--- config.mk ---
export PLATFORM = sky130hd
export DESIGN_NAME = pipe_control_flat
export DESIGN_NICKNAME = d
export VERILOG_FILES = /design/src/rtl/pipe_control_if.sv /design/src/rtl/pipe_control.sv /design/src/flat_wrapper.sv
export SDC_FILE = /design/constraint.sdc
export NUM_CORES = 1
export LEC_CHECK = 0
export CORE_MARGIN = 2
export CORE_UTILIZATION = 40
export CTS_BUF_LIST = sky130_fd_sc_hd__clkbuf_16
export DETAILED_ROUTE_END_ITERATION = 12
export MAX_ROUTING_LAYER = met4
export PLACE_DENSITY = 0.72
export RECOVER_POWER = 100
export REMOVE_ABC_BUFFERS = 1
export SLEW_MARGIN = 20
export SYNTH_ARGS = -nofsm -noshare
export SYNTH_HDL_FRONTEND = slang
export SYNTH_SLANG_ARGS = --single-unit
export TNS_END_PERCENT = 10
--- constraint.sdc ---
create_clock -name clk_i -period 2.7 [get_ports clk_i]
set_clock_uncertainty 0.1 [all_clocks]
set_input_delay 0.54 -clock clk_i [delete_from_list [all_inputs] [get_ports clk_i]]
set_output_delay 0.54 -clock clk_i [all_outputs]
set_load 0.02 [all_outputs]
--- src/rtl/pipe_control_if.sv ---
// Bundles the ID-stage instruction inputs and the staged control outputs of pipe_control.
// The master side drives the instruction stream; the slave side is the control block.
interface pipe_control_if #(
  parameter int ALUOP_W = 3,
  parameter int CNT_W   = 16
);
  logic [31:0]        instr_i;
  logic               instr_valid_i;
  logic               flush_i;
  logic               branch_o;
  logic               illegal_o;
  logic               stall_o;
  logic [ALUOP_W-1:0] ex_alu_op_o;
  logic               ex_alu_src_o;
  logic               mem_read_o;
  logic               mem_write_o;
  logic               wb_reg_write_o;
  logic               wb_mem_to_reg_o;
  logic [CNT_W-1:0]   stall_cnt_o;

  modport master (
    output instr_i, instr_valid_i, flush_i,
    input  branch_o, illegal_o, stall_o, ex_alu_op_o, ex_alu_src_o,
           mem_read_o, mem_write_o, wb_reg_write_o, wb_mem_to_reg_o, stall_cnt_o
  );

  modport slave (
    input  instr_i, instr_valid_i, flush_i,
    output branch_o, illegal_o, stall_o, ex_alu_op_o, ex_alu_src_o,
           mem_read_o, mem_write_o, wb_reg_write_o, wb_mem_to_reg_o, stall_cnt_o
  );
endinterface

--- src/rtl/pipe_control.sv ---
// Pipelined control unit: decodes the ID-stage instruction, carries control bits through
// ID/EX, EX/MEM and MEM/WB, detects load-use hazards and counts stall cycles.
module pipe_control #(
  parameter int ALUOP_W    = 3,
  parameter bit ENABLE_MUL = 1'b1,
  parameter int CNT_W      = 16
) (
  input logic           clk_i,
  input logic           rst_i,
  pipe_control_if.slave bus
);
  localparam logic [2:0] OP_SLL = 3'b001;
  localparam logic [2:0] OP_SUB = 3'b010;
  localparam logic [2:0] OP_MUL = 3'b011;
  localparam logic [2:0] OP_SRA = 3'b101;

  typedef struct packed {
    logic [2:0] aluOp;
    logic       aluSrc;
    logic       memRead;
    logic       memWrite;
    logic       regWrite;
    logic       memToReg;
    logic [4:0] rd;
  } idex_t;

  typedef struct packed {
    logic memRead;
    logic memWrite;
    logic regWrite;
    logic memToReg;
  } exmem_t;

  typedef struct packed {
    logic regWrite;
    logic memToReg;
  } memwb_t;

  logic [6:0]       opcode;
  logic [2:0]       funct3;
  logic [6:0]       funct7;
  logic [4:0]       rs1;
  logic [4:0]       rs2;
  idex_t            decoded;
  logic             legal;
  logic             isBeq;
  logic             usesRs2;
  logic             hazard;
  logic             stall;
  logic             bubble;
  idex_t            idEx_q, idEx_d;
  exmem_t           exMem_q, exMem_d;
  memwb_t           memWb_q, memWb_d;
  logic [CNT_W-1:0] stallCnt_q, stallCnt_d;

  assign opcode = bus.instr_i[6:0];
  assign funct3 = bus.instr_i[14:12];
  assign funct7 = bus.instr_i[31:25];
  assign rs1    = bus.instr_i[19:15];
  assign rs2    = bus.instr_i[24:20];

  // Every path starts from an all-zero bubble, so unsupported encodings never reuse stale controls.
  always_comb begin
    decoded    = '0;
    decoded.rd = bus.instr_i[11:7];
    legal      = 1'b0;
    isBeq      = 1'b0;
    usesRs2    = 1'b0;
    case (opcode)
      7'b0110011: begin
        usesRs2          = 1'b1;
        decoded.regWrite = 1'b1;
        legal            = 1'b1;
        if (funct7 == 7'b0100000 && funct3 == 3'b000) begin
          decoded.aluOp = OP_SUB;
        end else if (funct7 == 7'b0100000 && funct3 == 3'b101) begin
          decoded.aluOp = OP_SRA;
        end else if (ENABLE_MUL && funct7 == 7'b0000001 && funct3 == 3'b000) begin
          decoded.aluOp = OP_MUL;
        end else if (funct7 == 7'b0000000 && funct3 != 3'b010 && funct3 != 3'b011) begin
          decoded.aluOp = funct3;
        end else begin
          legal = 1'b0;
        end
      end
      7'b0010011: begin
        decoded.aluSrc   = 1'b1;
        decoded.regWrite = 1'b1;
        case (funct3)
          3'b000, 3'b100, 3'b110, 3'b111: begin
            legal         = 1'b1;
            decoded.aluOp = funct3;
          end
          3'b001: begin
            legal         = 1'b1;
            decoded.aluOp = OP_SLL;
          end
          3'b101: begin
            legal         = (funct7 == 7'b0100000);
            decoded.aluOp = OP_SRA;
          end
          default: legal = 1'b0;
        endcase
      end
      7'b0000011: begin
        legal            = (funct3 == 3'b010);
        decoded.aluSrc   = 1'b1;
        decoded.regWrite = 1'b1;
        decoded.memToReg = 1'b1;
        decoded.memRead  = 1'b1;
      end
      7'b0100011: begin
        usesRs2          = 1'b1;
        legal            = (funct3 == 3'b010);
        decoded.aluSrc   = 1'b1;
        decoded.memWrite = 1'b1;
      end
      7'b1100011: begin
        usesRs2       = 1'b1;
        legal         = (funct3 == 3'b000);
        isBeq         = legal;
        decoded.aluOp = OP_SUB;
      end
      default: legal = 1'b0;
    endcase
    if (!legal || !bus.instr_valid_i) begin
      decoded = '0;
      isBeq   = 1'b0;
    end
  end

  // A flush outranks a stall: the killed instruction must not hold the front end.
  always_comb begin
    hazard = idEx_q.memRead && (idEx_q.rd != 5'd0) && bus.instr_valid_i &&
             ((idEx_q.rd == rs1) || (usesRs2 && (idEx_q.rd == rs2)));
    stall  = hazard && !bus.flush_i;
    bubble = stall || bus.flush_i || !bus.instr_valid_i;
    idEx_d = bubble ? '0 : decoded;
    exMem_d = '{memRead:  idEx_q.memRead,  memWrite: idEx_q.memWrite,
                regWrite: idEx_q.regWrite, memToReg: idEx_q.memToReg};
    memWb_d = '{regWrite: exMem_q.regWrite, memToReg: exMem_q.memToReg};
    stallCnt_d = (stall && (stallCnt_q != '1)) ? stallCnt_q + CNT_W'(1) : stallCnt_q;
  end

  always_ff @(posedge clk_i or posedge rst_i) begin
    if (rst_i) begin
      idEx_q     <= '0;
      exMem_q    <= '0;
      memWb_q    <= '0;
      stallCnt_q <= '0;
    end else begin
      idEx_q     <= idEx_d;
      exMem_q    <= exMem_d;
      memWb_q    <= memWb_d;
      stallCnt_q <= stallCnt_d;
    end
  end

  assign bus.branch_o        = isBeq;
  assign bus.illegal_o       = bus.instr_valid_i && !legal && !bus.flush_i;
  assign bus.stall_o         = stall;
  assign bus.ex_alu_op_o     = ALUOP_W'(idEx_q.aluOp);
  assign bus.ex_alu_src_o    = idEx_q.aluSrc;
  assign bus.mem_read_o      = exMem_q.memRead;
  assign bus.mem_write_o     = exMem_q.memWrite;
  assign bus.wb_reg_write_o  = memWb_q.regWrite;
  assign bus.wb_mem_to_reg_o = memWb_q.memToReg;
  assign bus.stall_cnt_o     = stallCnt_q;
endmodule

--- src/flat_wrapper.sv ---
// flat-port wrapper written by rule: the top's interface ports become plain ports
module pipe_control_flat 
#(
  parameter int ALUOP_W    = 3,
  parameter bit ENABLE_MUL = 1'b1,
  parameter int CNT_W      = 16
)
  (clk_i, rst_i, bus_instr_i, bus_instr_valid_i, bus_flush_i, bus_branch_o, bus_illegal_o, bus_stall_o, bus_ex_alu_op_o, bus_ex_alu_src_o, bus_mem_read_o, bus_mem_write_o, bus_wb_reg_write_o, bus_wb_mem_to_reg_o, bus_stall_cnt_o);
  pipe_control_if #(.ALUOP_W(ALUOP_W), .CNT_W(CNT_W)) bus_i ();
  input logic clk_i;
  input logic rst_i;
  input wire logic [$bits(bus_i.instr_i)-1:0] bus_instr_i;
  input wire logic [$bits(bus_i.instr_valid_i)-1:0] bus_instr_valid_i;
  input wire logic [$bits(bus_i.flush_i)-1:0] bus_flush_i;
  output wire logic [$bits(bus_i.branch_o)-1:0] bus_branch_o;
  output wire logic [$bits(bus_i.illegal_o)-1:0] bus_illegal_o;
  output wire logic [$bits(bus_i.stall_o)-1:0] bus_stall_o;
  output wire logic [$bits(bus_i.ex_alu_op_o)-1:0] bus_ex_alu_op_o;
  output wire logic [$bits(bus_i.ex_alu_src_o)-1:0] bus_ex_alu_src_o;
  output wire logic [$bits(bus_i.mem_read_o)-1:0] bus_mem_read_o;
  output wire logic [$bits(bus_i.mem_write_o)-1:0] bus_mem_write_o;
  output wire logic [$bits(bus_i.wb_reg_write_o)-1:0] bus_wb_reg_write_o;
  output wire logic [$bits(bus_i.wb_mem_to_reg_o)-1:0] bus_wb_mem_to_reg_o;
  output wire logic [$bits(bus_i.stall_cnt_o)-1:0] bus_stall_cnt_o;
  assign bus_i.instr_i = bus_instr_i;
  assign bus_i.instr_valid_i = bus_instr_valid_i;
  assign bus_i.flush_i = bus_flush_i;
  assign bus_branch_o = bus_i.branch_o;
  assign bus_illegal_o = bus_i.illegal_o;
  assign bus_stall_o = bus_i.stall_o;
  assign bus_ex_alu_op_o = bus_i.ex_alu_op_o;
  assign bus_ex_alu_src_o = bus_i.ex_alu_src_o;
  assign bus_mem_read_o = bus_i.mem_read_o;
  assign bus_mem_write_o = bus_i.mem_write_o;
  assign bus_wb_reg_write_o = bus_i.wb_reg_write_o;
  assign bus_wb_mem_to_reg_o = bus_i.wb_mem_to_reg_o;
  assign bus_stall_cnt_o = bus_i.stall_cnt_o;
  pipe_control #(.ALUOP_W(ALUOP_W), .ENABLE_MUL(ENABLE_MUL), .CNT_W(CNT_W)) u_core (.clk_i(clk_i), .rst_i(rst_i), .bus(bus_i));
endmodule
* After elaboration in Yosys (flattened, before gate mapping)
Index checks and enable logic that the tools add are counted.
** Word-level totals
- Bits in latches :: 0
- Memory bits (writable) :: 0
- Output and inout bits :: 27
- Word-level logic and storage cells :: 83
- Memory bits (read-only) :: 0
- Memories kept :: 0
- Bits in registers :: 35
- Input port bits :: 36
** Operators by class
- Bitwise operators :: 0
- Multiply operators :: 0
- Div/mod/pow operators :: 0
- Eq/ne operators :: 18
- Order comparisons :: 0
- Shift operators :: 0
- Muxes and demuxes :: 21
- Reductions and logical operators :: 29
- $add $sub $neg :: 1
** Operator list (number)
- 2-to-1 mux 13 bit :: 2
- equality test 7 x 6 -> 1 bit (second input constant) :: 3
- one-hot mux 3 bit (3 select lines) :: 2
- adder 16 x 1 -> 16 bit (second input constant) :: 1
- inequality test 16 bit (second input constant) :: 1
- logical AND 1 bit :: 13
- equality test 3 bit (second input constant) :: 4
- 2-to-1 mux 3 bit :: 4
- 2-to-1 mux 1 bit :: 11
- equality test 5 bit :: 2
- OR reduction 3 bit :: 3
- equality test 7 x 1 -> 1 bit (second input constant) :: 1
- equality test 7 x 2 -> 1 bit (second input constant) :: 1
- equality test 7 x 5 -> 1 bit (second input constant) :: 1
- equality test 7 bit (second input constant) :: 1
- zero test 7 bit :: 1
- inequality test 3 x 2 -> 1 bit (second input constant) :: 2
- nonzero test 5 bit :: 1
- OR reduction 5 bit :: 1
- logical OR 1 bit :: 4
- one-hot mux 1 bit (4 select lines) :: 1
- OR reduction 4 bit :: 1
- equality test 3 x 1 -> 1 bit (second input constant) :: 1
- equality test 3 x 2 -> 1 bit (second input constant) :: 1
- other kinds (4) :: 6

* Longest topological paths before layout
Gate-level depths: netlist of the first run.
- Word-level depth :: 12
- Depth in mapped cells :: 8
- Depth with buffers taken out :: 6

* Worst setup path after synthesis of the first run
Ideal clock, no wire load.
- Path type :: input port to output port
- Start :: input bus_instr_i[25]
- End :: output bus_illegal_o
- Cell stages on the path :: 6
- Required time :: 2060 ps
- Arrival :: 1706 ps
- Setup slack :: 354 ps
- Buffers on the path :: 1
- Cell sequence :: buf_2 -> or4b_1 -> o2111ai_1 -> a22oi_1 -> o21ai_1 -> nor2_1
** Between the ends
- Longest elaborated chain between the ends :: 11
- Elaborated cells between the ends (all ways) :: 17
- Classes of those cells :: eq/ne (2); mux (6); reduce/logical (9)
** RTL lines
- from (decl) :: line flat_wrapper.sv:12 : input wire logic [$bits(bus_i.instr_i)-1:0] bus_instr_i;
- zero test 7 bit :: line pipe_control.sv:80 : end else if (funct7 == 7'b0000000 && funct3 != 3'b010 && funct3 != 3'b011) begin
- logical AND 1 bit (2 in series) :: line pipe_control.sv:80
- 2-to-1 mux 1 bit :: line pipe_control.sv:80
- 2-to-1 mux 1 bit :: line pipe_control.sv:78 : end else if (ENABLE_MUL && funct7 == 7'b0000001 && funct3 == 3'b000) begin
- 2-to-1 mux 1 bit :: line pipe_control.sv:76 : end else if (funct7 == 7'b0100000 && funct3 == 3'b101) begin
- 2-to-1 mux 1 bit :: line pipe_control.sv:74 : if (funct7 == 7'b0100000 && funct3 == 3'b000) begin
- one-hot mux 1 bit (4 select lines) * :: line pipe_control.sv:69 : case (opcode)
- zero test 1 bit * :: line pipe_control.sv:160 : assign bus.illegal_o = bus.instr_valid_i && !legal && !bus.flush_i;
- logical AND 1 bit * (2 in series) :: line pipe_control.sv:160
- to (decl) :: line flat_wrapper.sv:16 : output wire logic [$bits(bus_i.illegal_o)-1:0] bus_illegal_o;
Every way passes the cells marked *; elsewhere a longest branch is shown, timed or not.

==> results of run 1 <==
-- worst paths after layout --
path                                    from                    endpoint  slack [ns]  cells past startpoint
min reg2reg                u_core.exMem_q[1]   u_core.bus.wb_reg_write_o        0.25                      0
max                           bus_instr_i[4]           u_core.exMem_d[1]       -0.03                     14
min in group asynchronous              rst_i   u_core.bus.stall_cnt_o[3]        0.83                      3
max in group asynchronous              rst_i  u_core.bus.stall_cnt_o[11]        1.17                      3
min                        u_core.exMem_q[1]   u_core.bus.wb_reg_write_o        0.25                      0
max reg2reg                 u_core.idEx_q[4]   u_core.bus.stall_cnt_o[1]        0.50                      7
-- cells by family (layout without fill, tap and decap cells) --
group / count (synthesis) / after routing / synth area share (%)
AND/OR/NAND/NOR: 84 / 84 / 24.1
adder cells (fa/ha/maj): 2 / 2 / 1.26
buffers and inverters: 15 / 117 / 4.42
multiplexers: 1 / 1 / 0.841
XOR/XNOR: 26 / 26 / 12.8
AO/OA/AOI/OAI: 21 / 21 / 10.3
flip-flops: 33 / 33 / 46.3
-- state kept, by name (all words and copies together) (netlist names) --
signal / cells
u_core.bus.mem_read_o: 1
u_core.bus.ex_alu_op_o: 3
u_core.idEx_q: 5
u_core.bus.wb_mem_to_reg_o: 1
u_core.bus.wb_reg_write_o: 1
u_core.bus.stall_cnt_o: 16
u_core.bus.mem_write_o: 1
u_core.bus.ex_alu_src_o: 1
u_core.exMem_d: 3
u_core.exMem_q: 1
-- report_power, final --
part	internal, mW	total (mW)	switching, mW
Clock	0.428	0.625	0.197
Combinational	0.0824	0.147	0.0647
Sequential	0.495	0.496	0.000128
-- critical path, stage by stage --
cell and delay, ns:
clkdlybuf4s50_1 0.54, nand2b_4 0.08, buf_4 0.15, nor4_2 0.23, nand3_1 0.15, o21ai_2 0.17, buf_4 0.13, buf_4 0.09
buf_4 0.09, buf_4 0.09, buf_4 0.09, nand2_1 0.09, buf_6 0.14, nor4_2 0.24
-- layout by cell type (no fill, tap or decap), types with 3 or more instances in the layout --
cell type | synthesis | routed
buf_4 | 3 | 41
inv_1 | 6 | 7
dlymetal6s2s_1 | 0 | 6
dlygate4sd3_1 | 0 | 25
nor2_1 | 19 | 19
nor4_1 | 5 | 3
xor2_1 | 15 | 15
xnor2_1 | 11 | 11
nand4_1 | 3 | 3
nand3_1 | 9 | 9
nand2_1 | 17 | 16
dlygate4sd2_1 | 0 | 5
dfrtp_1 | 33 | 33
nor3_1 | 12 | 11
nor2b_1 | 3 | 3
clkdlybuf4s50_1 | 0 | 23
and3_1 | 3 | 3
clkbuf_16 | 0 | 5
-- through the flow --
step	utilization (%)	TNS [ns]	cells	hold WS [ns]
after detailed placement	61.9	-3.28	322	0.236
after global placement	61.9	-1.69	322	0.232
final	68.4	-0.0646	336	0.247
after CTS	67.1	-0.0389	334	0.247
after floorplan	-	0	173	0.231
after global routing	68.4	-0.463	336	0.256
-- cell type report --
cell class	count	area [sq um]	area share [%]
timing repair buffer	103	928	31.4
clock inverter	3	37.5	1.27
sequential	33	826	27.9
inverter	6	22.5	0.761
clock buffer	5	125	4.23
multi-input combinational	134	953	32.2
tap	52	65.1	2.20
-- what timing repair did --
item / CTS / global route
pin swaps: 8 / 7
hold buffers: 0 / 0
buffers inserted: 4 / 2
endpoints found under the setup margin: 3 / 15
gates resized for setup: 29 / 10
-- metal layers --
layer	global-route usage, %	vias up	wire (um)
met4	6.08	0	102
met3	5.27	11	182
met2	32.6	46	2400
li1	-	843	-
met1	24.8	816	2090
met5	-	-	0
==> summary.md, run 1 <==
| Metric | Value |
|---|---|
| Status | finished with violations |
| Failing checks | setup timing |
| Initial core utilization | 41.3% |
| Synth cell count leaders | 33 x dfrtp_1, 19 x nor2_1, 17 x nand2_1, 15 x xor2_1, 12 x nor3_1 |
| Final-stage net count | 320 |
| Detailed Route WL | 4780 um |
| Crit path required time | 2.79 ns |
| Finish-stage setup viols | 4 |
| Max-Slew Margin vs Limit | 47.1% |
| Dominant cells by area after synthesis | dfrtp_1 46%, xor2_1 7.4%, xnor2_1 5.4% |
| Synth-to-layout area growth | 65.8% |
| Global-route wire length before repair | 7660 um |
| Critical path arrival | 2.82 ns |
| Ant diodes | 0 |
| Fillers | 337 |
| Wirelength per Cell | 14.2 um |
| Setup ws final | -0.0306 ns |
| Root buffer cell | clkbuf_16 |
| Post-synth cell types | 45 |
| CP endpoint kind | flip-flop |
| Total CTS buffers | 5 |
| Via total after detailed routing | 1716 |
| Vias in the first global route | 1654 |
| Remaining routing DRC violations | 0 |
| Clock slew seen by the registers of the worst setup and hold paths | 0.05 ns |
| Yosys top cell by area | dfrtp_1 |
| Routability cong. | 0.868 |
| Pre-Repair DR Iteration Count | 4 |
| Largest net degree at the start of global routing | 34 |
| Post-DRT Antenna Nets | 0 |
| Placed cell area | 0.00268 sq mm |
| Design Power | 1.27 mW |
| H-tree levels | 2 |
| Initial antenna violation count | 0 |
| Overall routing resource usage | 20.1% |
| Ys flop type | dfrtp_1 |
| Fin. max-slew vios | 0 |
| Synth Register Bits | 33 |
| Core outline area | 0.00432 sq mm |
| Count leader, synth | dfrtp_1 |
| Fmax | 0.366 GHz |
| Die area | 0.00501 sq mm |
| CTS Buffer Depth | 2 |
| DPL Wire Length | 3450 um |
| Post-layout minimum cycle time | 2.73 ns |
| Row cnt | 24 |
| Starting DRT DRC Count | 88 |
| CP Max Fanout | 5 |
| Maxcap violations | 0 |
| Share of layout cells above drive strength 1 | 22.5% |
| CTS tree | yes |
| Pwr/cell area | 429 mW/mm^2 |
| Yosys warns | 0 |
| Pleak | 1.46 nW |
| Fin. Hold Viols | 0 |
| Port Buffers | 62 |
| Final period utilization | 101% |
| Pre-CTS WS | -0.660 ns |
| CP startpoint kind | input pin |
| Worst skew pair latency | 0.28 ns |
| Post-Syn Area | 0.00178 sq mm |
| Grt ovf | 0 |
| Syn avg cell area | 9.80 sq um |
| Synth async-reset ratio | 100% |
| Post-synth top area share | 46.3% |
| Number of synthesized flops with an enable pin | 0 |
| RSZ-0062 raised after global routing | yes |
| Clock Sinks | 33 |
| Synth Instances | 182 |
| DIE WIDTH | 70.8 um |
| Post-route cell area | 0.00296 sq mm |
| Hold Path Class | reg2reg |
| Die span in y | 70.8 um |
| Sequential fraction of the synthesis area | 46.3% |
| Critical setup path kind | in2reg |
| Routed vias/inst | 5.11 |
| VDD IR max | 0.332 mV |
| Slew @ Worst Pin | 0.793 ns |
| # IOs | 63 |
No activity file was read; power rests on OpenSTA's default activity.
==> run 2, diff against run 1 <==
--- a/config.mk
+++ b/config.mk
@@ -5,12 +5,14 @@
 export SDC_FILE = /design/constraint.sdc
 export NUM_CORES = 1
 export LEC_CHECK = 0
+export CORE_ASPECT_RATIO = 0.8
 export CORE_MARGIN = 2
 export CORE_UTILIZATION = 40
 export CTS_BUF_LIST = sky130_fd_sc_hd__clkbuf_16
 export DETAILED_ROUTE_END_ITERATION = 12
+export DONT_BUFFER_PORTS = 1
 export MAX_ROUTING_LAYER = met4
-export PLACE_DENSITY = 0.72
+export PLACE_DENSITY = 0.54
 export RECOVER_POWER = 100
 export REMOVE_ABC_BUFFERS = 1
 export SLEW_MARGIN = 20
==> run 2 against run 1 <==
Net effect: the run ends with capacitance limit, slew limit left; global-route usage fell by 1.8 points; via count shrank 21%; worst setup slack better by 0.26 ns; power decreased by 17%; wire length shrank 14%.
==> summary.md, run 2 (synthesis gave the netlist of run 1 again) <==
| Metric | Value |
|---|---|
| Status | finished with violations |
| Failing checks | capacitance limit, slew limit |
| Commonest non-fill, non-tap cell in the layout | dfrtp_1 |
| Die span in y | 63.7 um (-10%) |
| Slew @ Worst Pin | 1.72 ns (+0.924 ns) |
| Grt ovf | 0 (unchanged) |
| Share of layout cells above drive strength 1 | 5.91% (-17 points) |
| Hold-fix buffer count after cts | 0 (unchanged) |
| CP endpoint kind | output port |
| Most frequent cells in the layout | 33 x dfrtp_1, 19 x nor2_1, 17 x nand2_1 |
| Port Buffers | 0 (-100%) |
| Root buffer cell | clkbuf_16 |
| Fmax | 0.405 GHz (+11%) |
| VDD IR max | 0.293 mV (-12%) |
| Detailed Route WL | 4130 um (-14%) |
| Hold Path Class | in2reg |
| Max-Slew Margin vs Limit | -14.5% (-62 points) |
| Maxcap violations | 1 (+1) |
| Crit path largest cell delay | 0.42 ns (-0.12 ns) |
| Post-layout util | 46.2% (-22 points) |
| Sw frac | 19.9% (-0.82 points) |
| Synth-to-layout area growth | 9.54% |
| Core outline area | 0.00423 sq mm (-2.2%) |
| Post-layout minimum cycle time | 2.47 ns (-0.260 ns) |
| RSZ-0062 raised after global routing | no |
| Clock power frac | 48.2% (-1.1 points) |
| Pre-CTS WS | 0.233 ns (+0.893 ns) |
| Wirelength per Cell | 17.0 um (+19%) |
| Worst skew pair latency | 0.27 ns (about the same) |
| Clock slew seen by the registers of the worst setup and hold paths | 0.05 ns (about the same) |
| Crit-path slowest cell | nor3_1 |
| Ant diodes | 0 (unchanged) |
| Total CTS buffers | 5 (unchanged) |
| CTS Buffer Depth | 2 (unchanged) |
| Routability cong. | 0.996 (+15%) |
| Critical path arrival | 1.83 ns (-0.99 ns) |
| Pre-Repair DR Iteration Count | 4 (unchanged) |
| CP startpoint kind | flip-flop |
| Pleak | 0.865 nW (-41%) |
| Remaining routing DRC violations | 0 (unchanged) |
| Max FFs per register | 16 (unchanged) |
| Comb power frac | 4.6% (-7.0 points) |
| Initial core utilization | 42.2% (+0.92 points) |
| Worst path cell trace | xnor2_1, nand3_1, nor3_1, o21ai_2, nor2_1, clkbuf_2 |
| Vias in the first global route | 1417 (-14%) |
| Crit path required time | 2.06 ns (-0.73 ns) |
| CTS tree | yes |
| Pint | 0.843 mW (-16%) |
| Fin. max-slew vios | 34 (+34) |
| Pwr/cell area | 538 mW/mm^2 (+26%) |
| Critical setup path kind | reg2out |
| Initial antenna violation count | 0 (unchanged) |
| H-tree levels | 2 (unchanged) |
| Post-CTS sizing | 0 (-100%) |
| Overall routing resource usage | 18.4% (-1.8 points) |
| Routed vias/inst | 5.58 (+9.3%) |
| Seq pwr share | 47.1% (+8.0 points) |
| Via total after detailed routing | 1357 (-21%) |
| Psw | 0.209 mW (-20%) |
| Post-DRT Antenna Nets | 0 (unchanged) |
| Setup ws final | 0.230 ns (+0.260 ns) |
| Post-CTS Setup Bufs | 0 (-4) |
| CP Max Fanout | 3 (-2) |
| DIE WIDTH | 78.7 um (+11%) |
| Final-stage net count | 223 (-30%) |
| Final setup TNS | 0 ns (+0.0646 ns) |
| Final period utilization | 91.5% (-9.6 points) |
| # IOs | 63 (unchanged) |
| Global-route wire length before repair | 6840 um (-11%) |
| Finish-stage setup viols | 0 (-4) |
| DPL Wire Length | 3100 um (-10%) |
| Design Power | 1.05 mW (-17%) |
| Clock Sinks | 33 (unchanged) |
| Largest net degree at the start of global routing | 34 (unchanged) |
| Row cnt | 21 (-13%) |
| Fin. Hold Viols | 0 (unchanged) |
| Die area | 0.00501 sq mm (about the same) |
| Starting DRT DRC Count | 99 (+13%) |
-- run 2: metal layers --
layer	global-route usage, %	routed length [um]	part of all wire [%]
met3	5.08	278	6.7
met2	25.3	1830	44
met5	-	0	0
met1	25.8	1990	48
met4	6.80	30	0.73
-- run 2: metrics by stage --
step	hold WS (ns)	area, sq um	cells
after global placement	0.235	1840	236
after CTS	0.153	1980	243
final	0.236	1950	243
after detailed placement	0.241	1840	236
after floorplan	0.231	1730	173
after global routing	0.233	1950	243
-- run 2: critical path: cells and delay by family (launching register included) --
family	cells	cell delay, ns
compound gates	1	0.15
xor+xnor	1	0.18
buf+inv	1	0.18
flops	1	0.41
simple gates	3	0.64
-- run 2: path summary, 6_finish.rpt --
kind	from	to	cells after the start	slack, ns
min in group asynchronous	rst_i	u_core.bus.wb_reg_write_o	2	0.66
worst max-delay path	u_core.idEx_q[0]	bus_stall_o	6	0.23
max in group asynchronous	rst_i	u_core.idEx_q[2]	2	0.84
worst min-delay path	bus_instr_i[6]	u_core.exMem_d[3]	1	0.24
worst min register to register	u_core.exMem_d[2]	u_core.bus.mem_write_o	0	0.25
worst max register to register	u_core.bus.stall_cnt_o[4]	u_core.bus.stall_cnt_o[5]	6	0.41
-- run 2: layout make-up --
type	instances	area (sq um)
fill	403	2280
multi-input combinational	134	875
sequential	33	826
clock buffer	5	125
tap	57	71.3
timing repair buffer	6	27.5
inverter	6	22.5
clock inverter	2	7.51
-- run 2: power by group through the flow --
stage               Clock (mW)  Combinational (mW)  Sequential [mW]
floorplan                    0              0.0402            0.504
global placement             0              0.0509            0.504
detailed placement           0              0.0497            0.504
CTS                      0.526              0.0502            0.496
global route             0.552              0.0555            0.495
finish                   0.508              0.0485            0.496
